**config.mk**
```make
export PLATFORM = sky130hd
export DESIGN_NAME = nn_requant_act
export DESIGN_NICKNAME = d
export VERILOG_FILES = /design/src/rtl/nn_requant_act.sv
export SDC_FILE = /design/constraint.sdc
export NUM_CORES = 1
export LEC_CHECK = 0
export CORE_UTILIZATION = 26
export CTS_CLUSTER_SIZE = 8
export DETAILED_ROUTE_END_ITERATION = 8
export GPL_TIMING_DRIVEN = 1
export HOLD_SLACK_MARGIN = 0.15
export SLEW_MARGIN = 10
export SYNTH_ARGS = -nofsm -noshare
export SYNTH_HDL_FRONTEND = slang
export SYNTH_SLANG_ARGS = --single-unit
```
**constraint.sdc**
```tcl
create_clock -name clk -period 2.05 [get_ports clk]
set_input_delay 0.41 -clock clk [delete_from_list [all_inputs] [get_ports clk]]
set_output_delay 0.41 -clock clk [all_outputs]
set_load 0.05 [all_outputs]
```
**src/rtl/nn_requant_act.sv**
```systemverilog
// nn_requant_act
//   Post-accumulation requantisation stage. Takes a wide signed MAC accumulator,
//   removes FRAC_BITS of fixed-point scaling with a round-half-up right shift,
//   applies the selected activation, then saturates to a DATA_WIDTH signed value.
//   Two-stage elastic pipeline with valid/ready on both sides.
//
//   Handshake: a beat moves across an interface on a rising clk edge where both
//   valid and ready are high. A producer holding valid keeps its data stable
//   until that edge. in_ready never depends on in_valid.
//
// Ports
//   clk        in   1            clock
//   rst_n      in   1            asynchronous active-low reset
//   in_valid   in   1            in_acc/in_mode valid
//   in_ready   out  1            stage accepts input this cycle
//   in_acc     in   ACCUM_WIDTH  signed accumulator value
//   in_mode    in   2            0/3 = bypass, 1 = ReLU, 2 = leaky ReLU (neg >>> 3)
//   out_valid  out  1            out_data valid
//   out_ready  in   1            downstream accepts out_data
//   out_data   out  DATA_WIDTH   signed activation
//   sat_clear  in   1            synchronous clear of sat_count
//   sat_count  out  CNT_WIDTH    number of clipped results, sticks at all-ones
module nn_requant_act #(
  parameter int DATA_WIDTH  = 8,
  parameter int ACCUM_WIDTH = 32,
  parameter int FRAC_BITS   = 8,
  parameter int CNT_WIDTH   = 16
) (
  input  logic                          clk,
  input  logic                          rst_n,
  input  logic                          in_valid,
  output logic                          in_ready,
  input  logic signed [ACCUM_WIDTH-1:0] in_acc,
  input  logic        [1:0]             in_mode,
  output logic                          out_valid,
  input  logic                          out_ready,
  output logic signed [DATA_WIDTH-1:0]  out_data,
  input  logic                          sat_clear,
  output logic        [CNT_WIDTH-1:0]   sat_count
);

  // One extra bit so adding the rounding constant to the most positive
  // accumulator cannot wrap.
  localparam int AW1 = ACCUM_WIDTH + 1;

  // Half an LSB of the shifted result; zero when there is no shift.
  localparam logic signed [AW1-1:0] RND   = AW1'((2 ** FRAC_BITS) >> 1);
  localparam logic signed [AW1-1:0] MAX_V = AW1'((1 << (DATA_WIDTH - 1)) - 1);
  localparam logic signed [AW1-1:0] MIN_V = ~MAX_V;

  logic                  s1_valid;
  logic signed [AW1-1:0] s1_data;

  logic                  s2_adv;
  logic                  s1_adv;

  logic signed [AW1-1:0] acc_ext;
  logic signed [AW1-1:0] rounded;
  logic signed [AW1-1:0] act;
  logic signed [AW1-1:0] clipped_val;
  logic                  clip_hit;

  assign s2_adv   = !out_valid || out_ready;
  assign s1_adv   = s1_valid && s2_adv;
  assign in_ready = !s1_valid || s2_adv;

  // Stage 1 datapath: round, shift, activate.
  always_comb begin
    acc_ext = {in_acc[ACCUM_WIDTH-1], in_acc};
    rounded = (acc_ext + RND) >>> FRAC_BITS;
    act     = rounded;
    case (in_mode)
      2'd1:    if (rounded < 0) act = '0;
      2'd2:    if (rounded < 0) act = rounded >>> 3;
      default: act = rounded;
    endcase
  end

  // Stage 2 datapath: saturate the registered stage-1 value.
  always_comb begin
    clip_hit    = 1'b0;
    clipped_val = s1_data;
    if (s1_data > MAX_V) begin
      clipped_val = MAX_V;
      clip_hit    = 1'b1;
    end else if (s1_data < MIN_V) begin
      clipped_val = MIN_V;
      clip_hit    = 1'b1;
    end
  end

  always_ff @(posedge clk or negedge rst_n) begin
    if (!rst_n) begin
      s1_valid <= 1'b0;
      s1_data  <= '0;
    end else if (in_valid && in_ready) begin
      s1_valid <= 1'b1;
      s1_data  <= act;
    end else if (s1_adv) begin
      s1_valid <= 1'b0;
    end
  end

  always_ff @(posedge clk or negedge rst_n) begin
    if (!rst_n) begin
      out_valid <= 1'b0;
      out_data  <= '0;
    end else if (s1_adv) begin
      out_valid <= 1'b1;
      out_data  <= clipped_val[DATA_WIDTH-1:0];
    end else if (out_valid && out_ready) begin
      out_valid <= 1'b0;
    end
  end

  // Clear wins over a same-cycle increment; the count sticks at all-ones.
  always_ff @(posedge clk or negedge rst_n) begin
    if (!rst_n) begin
      sat_count <= '0;
    end else if (sat_clear) begin
      sat_count <= '0;
    end else if (s1_adv && clip_hit && !(&sat_count)) begin
      sat_count <= sat_count + 1'b1;
    end
  end

endmodule

```
==> results of run 1 <==
-- timing repair --
item | CTS | global route
gates cloned | 2 | 0
hold endpoints to repair | 51 | 0
hold buffers | 1 | 0
pin swaps | 13 | 9
gates resized for setup | 44 | 21
buffers inserted | 2 | 1
setup endpoints to repair | 34 | 41
-- worst paths after layout --
path / to / start / slack, ns / cells after the start
max reg2reg: sat_count[12] / s1_data[21] / 0.06 / 7
min in group asynchronous: out_valid / rst_n / 0.65 / 3
max in group asynchronous: sat_count[1] / rst_n / 1.16 / 3
min reg2reg: out_data[3] / out_data[3] / 0.48 / 2
min: out_data[3] / out_data[3] / 0.48 / 2
max: sat_count[12] / s1_data[21] / 0.06 / 7
-- cell type report --
type / instances / area, µm²
multi-input combinational: 273 / 2000
clock inverter: 2 / 35.0
inverter: 8 / 30.0
timing repair buffer: 140 / 1230
fill: 1155 / 6680
tap: 143 / 179
clock buffer: 6 / 139
sequential: 51 / 1280
-- registers in the layout, summed over array words and instances, names as in the netlist --
signal / cells
out_valid: 1
s1_valid: 1
sat_count: 16
out_data: 8
s1_data: 25
-- cell families after synthesis --
kind of cell / count (synthesis) / share of synthesized area
AOI/OAI and AO/OA: 84 / 0.198
xor gates and xnor gates: 29 / 0.0814
DFF: 51 / 0.409
adders and majority gates: 4 / 0.0160
buffers and inverters: 23 / 0.0325
and+or+nand+nor: 152 / 0.257
muxes: 2 / 0.00642
-- worst reg2reg max path: cells and delay by family (launching register included) --
kind	cells	cell delay, ns
compound gates	2	0.44
xor+xnor	1	0.17
buf+inv	1	0.15
flops	1	0.36
simple gates	3	0.75
-- per-layer routing --
metal | GRT usage | vias to the layer above
li1 | - | 1548
met1 | 0.198 | 1441
met2 | 0.238 | 76
met3 | 0.0185 | 5
met4 | 0.0387 | 0
met5 | 0 | -
-- where the power goes --
| group | internal (mW) | leakage [nW] | total, mW | switching, mW |
|---|---|---|---|---|
| logic | 0.430 | 1.38 | 0.963 | 0.533 |
| registers | 1.13 | 0.629 | 1.22 | 0.0849 |
| clock network | 0.607 | 0.0868 | 0.964 | 0.357 |
| total | 2.17 | 2.10 | 3.14 | 0.976 |
-- metrics by stage --
stage / std cells / setup TNS, ns / hold WS, ns / power, mW
6_report: 623 / 0 / 0.483 / 3.14
5_1_grt: 623 / -0.0335 / 0.523 / 3.30
4_1_cts: 622 / 0 / 0.493 / 3.13
3_5_place_dp: 609 / -11.17 / 0.430 / 2.12
3_3_place_gp: 609 / -10.03 / 0.422 / 2.10
2_1_floorplan: 345 / 0 / 0.114 / 1.67
-- cells in the mapped netlist (2+ instances only) --
cell type and number:
dfrtp_1 51, nor2_1 42, nand2_1 29, nand3_1 20, a21oi_1 15, xor2_1 15
o21ai_0 14, xnor2_1 14, clkbuf_1 12, nand4_1 11, a221oi_1 10, inv_1 8
o21a_1 8, or4_1 7, nor2b_1 6, and3_1 5, and4_1 5, nor4_1 5
o211ai_1 5, o221ai_1 5, ha_1 4, nor3_1 4, a2bb2oi_1 3, and2_1 3
nand2b_1 3, o21ai_1 3, or3_1 3, a211oi_1 2, a21o_1 2, a22o_1 2
a31oi_1 2, buf_6 2, mux2i_1 2, nand3b_1 2, o2111ai_1 2, o211ai_2 2
==> run_results.csv, run 1 <==
group,metric,value,unit
grt,grt_pass1_vias,3019,
critical_path,cp_cell_sequence,"nand4_1 > or4_4 > o21a_4 > buf_4 > o211ai_1 > xor2_1 > nor2_1",
sta,rsz0062_at_grt,"yes",
die,coreArea,0.0116,mm²
die,die_h,112,µm
synthesis,synth-edff-count,0,
critical_path,cp_slowest_cell,"or4_4",
clock_network,cts_htree_levels,2,
route,wl_per_cell,14.1,µm
route,vias,3070,
sta,setup_viol,0,
clock_network,insertion_delay,0.29,ns
critical_path,critPathLaunchType,"flip-flop",
grt,grt_max_degree,52,
synthesis,yosys_warnings,0,
grt,grt_usage,0.144,
clock_network,cts_tree,"done",
critical_path,slowest_delay,0.55,ns
synthesis,synth_seq_cells,51,
sta,fin_crit_sh,0.971,
run_status,status,"finished, violations left",
synthesis,yosys.area.top_type,"dfrtp_1",
synthesis,avgSynthCellArea,9.04,µm²
critical_path,arrival,2.15,ns
placed_design,routabilityCongestion,0.827,
flow_run,drv_cap,0,
synthesis,async_flop_share,1.00,
critical_path,cp_max_fo,4,
route,met2_length,4.13,mm
sta,setup_ws,0.0593,ns
grt,globalRouteOverflowTotal,0,
synthesis,synth_top_area_share,0.409,
critical_path,cp_top_family,"simple AND/OR/NAND/NOR gates",
final_layout,final_cell_mix,"79 x buf_4, 48 x dfrtp_1, 41 x nor2_1",
synthesis,synth_flop_cell,"dfrtp_1",
route,ant_nets,0,
critical_path,critPathCaptureType,"flip-flop",
route,dr_wl_met3,347,µm
route,drt_iter0_markers,172,
sta,slew_violations,0,
route,drc_errors,7,
grt,grt_pass1_wl,14.7,mm
placed_design,pre_cts_ws,-0.500,ns
clock_network,clock_sinks,51,
route,wl_met1,4.21,mm
synthesis,syn-num-nets,388,
final_layout,nNetsFinal,522,
route,drtPass1Iterations,8,
die,die_area,0.0124,mm²
pwr,leakagePower,2.10,nW
die,io_pins,65,
clock_network,clockBufferDepth,2,
final_layout,syn_to_final_growth,56.5,%
critical_path,cp_num_buf_inv,1,
die,die_x,112,µm
critical_path,timing_worst_setup_path_type,"flip-flop to flip-flop",
sta,relSlewSlack,0.658,
final_layout,final_area,0.00488,mm²
final_layout,final_util,0.422,
sta,final_hold_viol_count,0,
route,post_drt_via_cell_ratio,4.93,
clock_network,cts-root-buf,"clkbuf_16",
placed_design,hpwl,6.57,mm
hold_path,hold_class,"flip-flop to flip-flop",
critical_path,cp.required,2.21,ns
synthesis,synthTopCellsByArea,"dfrtp_1 41%, nor2_1 5.1%, xor2_1 4.2%, xnor2_1 3.9%, nand2_1 3.5%",
route,wirelength,8.78,mm
final_layout,diodes,0,
run_status,violations,"design-rule violations",
placed_design,numPortBuffers,57,
sta,finalCriticalPeriod,1.99,ns
die,placementRows,39,
die,initial_utilization,0.270,
pwr,p_per_area,643,mW/mm²
placed_design,postPlaceCellArea,0.00443,mm²
grt,antenna_found_initial,0,
final_layout,layout_commonest_cell,"buf_4",
synthesis,ys_seq_area_frac,0.409,
sta,worst_slew_pin_slew,0.511,ns
sta,fin_skew,0.00377,ns
sta,fmax,502,MHz
clock_network,clkTransAtPathRegs,0.07,ns
synthesis,syn-cell-area,0.00312,mm²
synthesis,netlist_instances,345,
final_layout,drive_gt1_frac,0.285,
pwr,ir_drop,0.358,mV
clock_network,numCtsBuffers,5,
synthesis,ys_types,53,
route,highest_layer,"met4",
(Power assumes the default switching activity.)
==> run 2, diff against run 1 <==
CELL_PAD_IN_SITES_DETAIL_PLACEMENT = 0   (was default)
CELL_PAD_IN_SITES_GLOBAL_PLACEMENT = 1   (was default)
PLACE_DENSITY_LB_ADDON = 0.1   (was default)
clock period = 2.15 ns   (was 2.05 ns; I/O delays follow)
==> run_results.csv, run 2 (synthesis gave the netlist of run 1 again) <==
group,metric,value,unit
run_status,status,"finished, violations left",
run_status,violations,"design-rule violations",
route,wirelength,8.92,mm
sta,worst_slew_pin_slew,0.577,ns
placed_design,numPortBuffers,57,
critical_path,cp_max_fo,8,
clock_network,insertion_delay,0.29,ns
sta,final_hold_viol_count,0,
pwr,ir_drop,0.309,mV
clock_network,cts_tree,"done",
critical_path,timing_worst_setup_path_type,"input port to flip-flop",
final_layout,drive_gt1_frac,0.273,
final_layout,final_util,0.417,
critical_path,cp.required,2.32,ns
clock_network,cts-root-buf,"clkbuf_16",
pwr,leakagePower,2.10,nW
grt,grt_pass1_wl,15.2,mm
sta,fmax,478,MHz
final_layout,syn_to_final_growth,54.5,%
critical_path,cp_top_family,"compound AO/OA/AOI/OAI gates",
pwr,power,2.85,mW
sta,fin_setup_tns,0,ns
sta,slew_violations,0,
final_layout,final_cell_mix,"78 x buf_4, 51 x dfrtp_1, 42 x nor2_1",
critical_path,critPathCaptureType,"flip-flop",
route,drtPass1Iterations,8,
sta,holdWs,0.133,ns
route,drt_iter0_markers,134,
critical_path,cp_cell_sequence,"clkdlybuf4s50_1 > inv_1 > ha_1 > or2_4 > o22ai_2 > a2bb2oi_1 > a21oi_1",
grt,grt_pass1_vias,3134,
final_layout,max_flop_register,"s1_data",
final_layout,layout_commonest_cell,"buf_4",
route,ant_nets,0,
die,die_h,112,µm
sta,fin_crit_sh,0.973,
critical_path,slowest_delay,0.47,ns
flow_run,drv_cap,0,
critical_path,cp_slowest_cell,"clkdlybuf4s50_1",
sta,relSlewSlack,0.616,
route,post_drt_via_cell_ratio,4.89,
critical_path,critPathLaunchType,"input port",
clock_network,numCtsBuffers,5,
clock_network,clkTransAtPathRegs,0.07,ns
final_layout,largest_reg_flops,25,
route,vias,3028,
grt,globalRouteOverflowTotal,0,
critical_path,arrival,2.27,ns
hold_path,hold_class,"input port to async pin",
clock_network,clockBufferDepth,2,
placed_design,hpwl,6.88,mm
clock_network,cts_htree_levels,2,
placed_design,routabilityCongestion,0.808,
die,initial_utilization,0.270,
die,coreArea,0.0116,mm²
grt,antenna_found_initial,0,
final_layout,diodes,0,
route,wl_per_cell,14.4,µm
clock_network,clock_sinks,51,
grt,grt_usage,0.151,
grt,grt_max_degree,29,
sta,finalCriticalPeriod,2.09,ns
critical_path,cp_num_buf_inv,2,
sta,setup_viol,0,
route,drc_errors,8,
placed_design,pre_cts_ws,-0.460,ns
sta,rsz0062_at_grt,"yes",
sta,fin_skew,0.00464,ns
die,die_x,112,µm
final_layout,reg.largest.list,"s1_data: 25 flops, sat_count: 16 flops, out_data: 8 flops",
die,placementRows,39,
pwr,p_per_area,591,mW/mm²
sta,setup_ws,0.0584,ns
final_layout,nNetsFinal,518,
die,io_pins,65,
die,die_area,0.0124,mm²
[run 2: routing by layer]
layer  vias to the layer above  share of wire  track usage
li1                       1539              -            -
met1                      1420           0.46        0.190
met2                        58           0.49        0.270
met3                        11          0.027       0.0180
met4                         0          0.018       0.0423
met5                         -              0            0
[run 2: worst paths after layout]
check | start | endpoint | slack (ns) | cells past startpoint
min in group clk | out_data[6] | out_data[6] | 0.49 | 2
hold reg to reg | out_data[6] | out_data[6] | 0.49 | 2
setup reg to reg | s1_data[20] | sat_count[14] | 0.12 | 7
setup / recovery | in_mode[0] | s1_data[5] | 0.06 | 7
max in group asynchronous | rst_n | sat_count[0] | 1.46 | 2
hold / removal | rst_n | out_data[3] | 0.13 | 1
[run 2: area by class of cell]
class                   instances  area, µm²
multi-input cells             273       1970
clock buffers                   6        139
clock inverters                 2       16.3
repair buffers                136       1210
flip-flops and latches         51       1280
inverters                       8       30.0
well taps                     143        179
fillers                      1179       6740
[run 2: worst register-to-register path, stage by stage, from the launching register on]
cell and delay [ns]:
dfrtp_1 0.38, nand4_1 0.14, or4_4 0.55, o21a_4 0.25, buf_4 0.15, o211ai_1 0.22
xor2_1 0.17, nor2_1 0.05
[run 2: repair_timing]
item                                    in CTS  in global routing
gates cloned                                 1                  1
pin swaps                                    7                 18
buffers inserted                             1                  5
endpoints found under the setup margin      26                 33
gates resized for setup                     23                 33
hold buffers                                 0                  0
[run 2: per-stage QoR]
step                instance area, µm²  instances
CTS                               4630        613
global placement                  4360        603
detailed placement                4360        603
global route                      4820        619
finish                            4820        619
floorplan                         3120        345
[run 2: power breakdown]
group,internal (mW),switching [mW],total (mW)
combinational,0.377,0.484,0.862
sequential,1.08,0.0849,1.16
clock,0.466,0.361,0.827
total,1.92,0.930,2.85
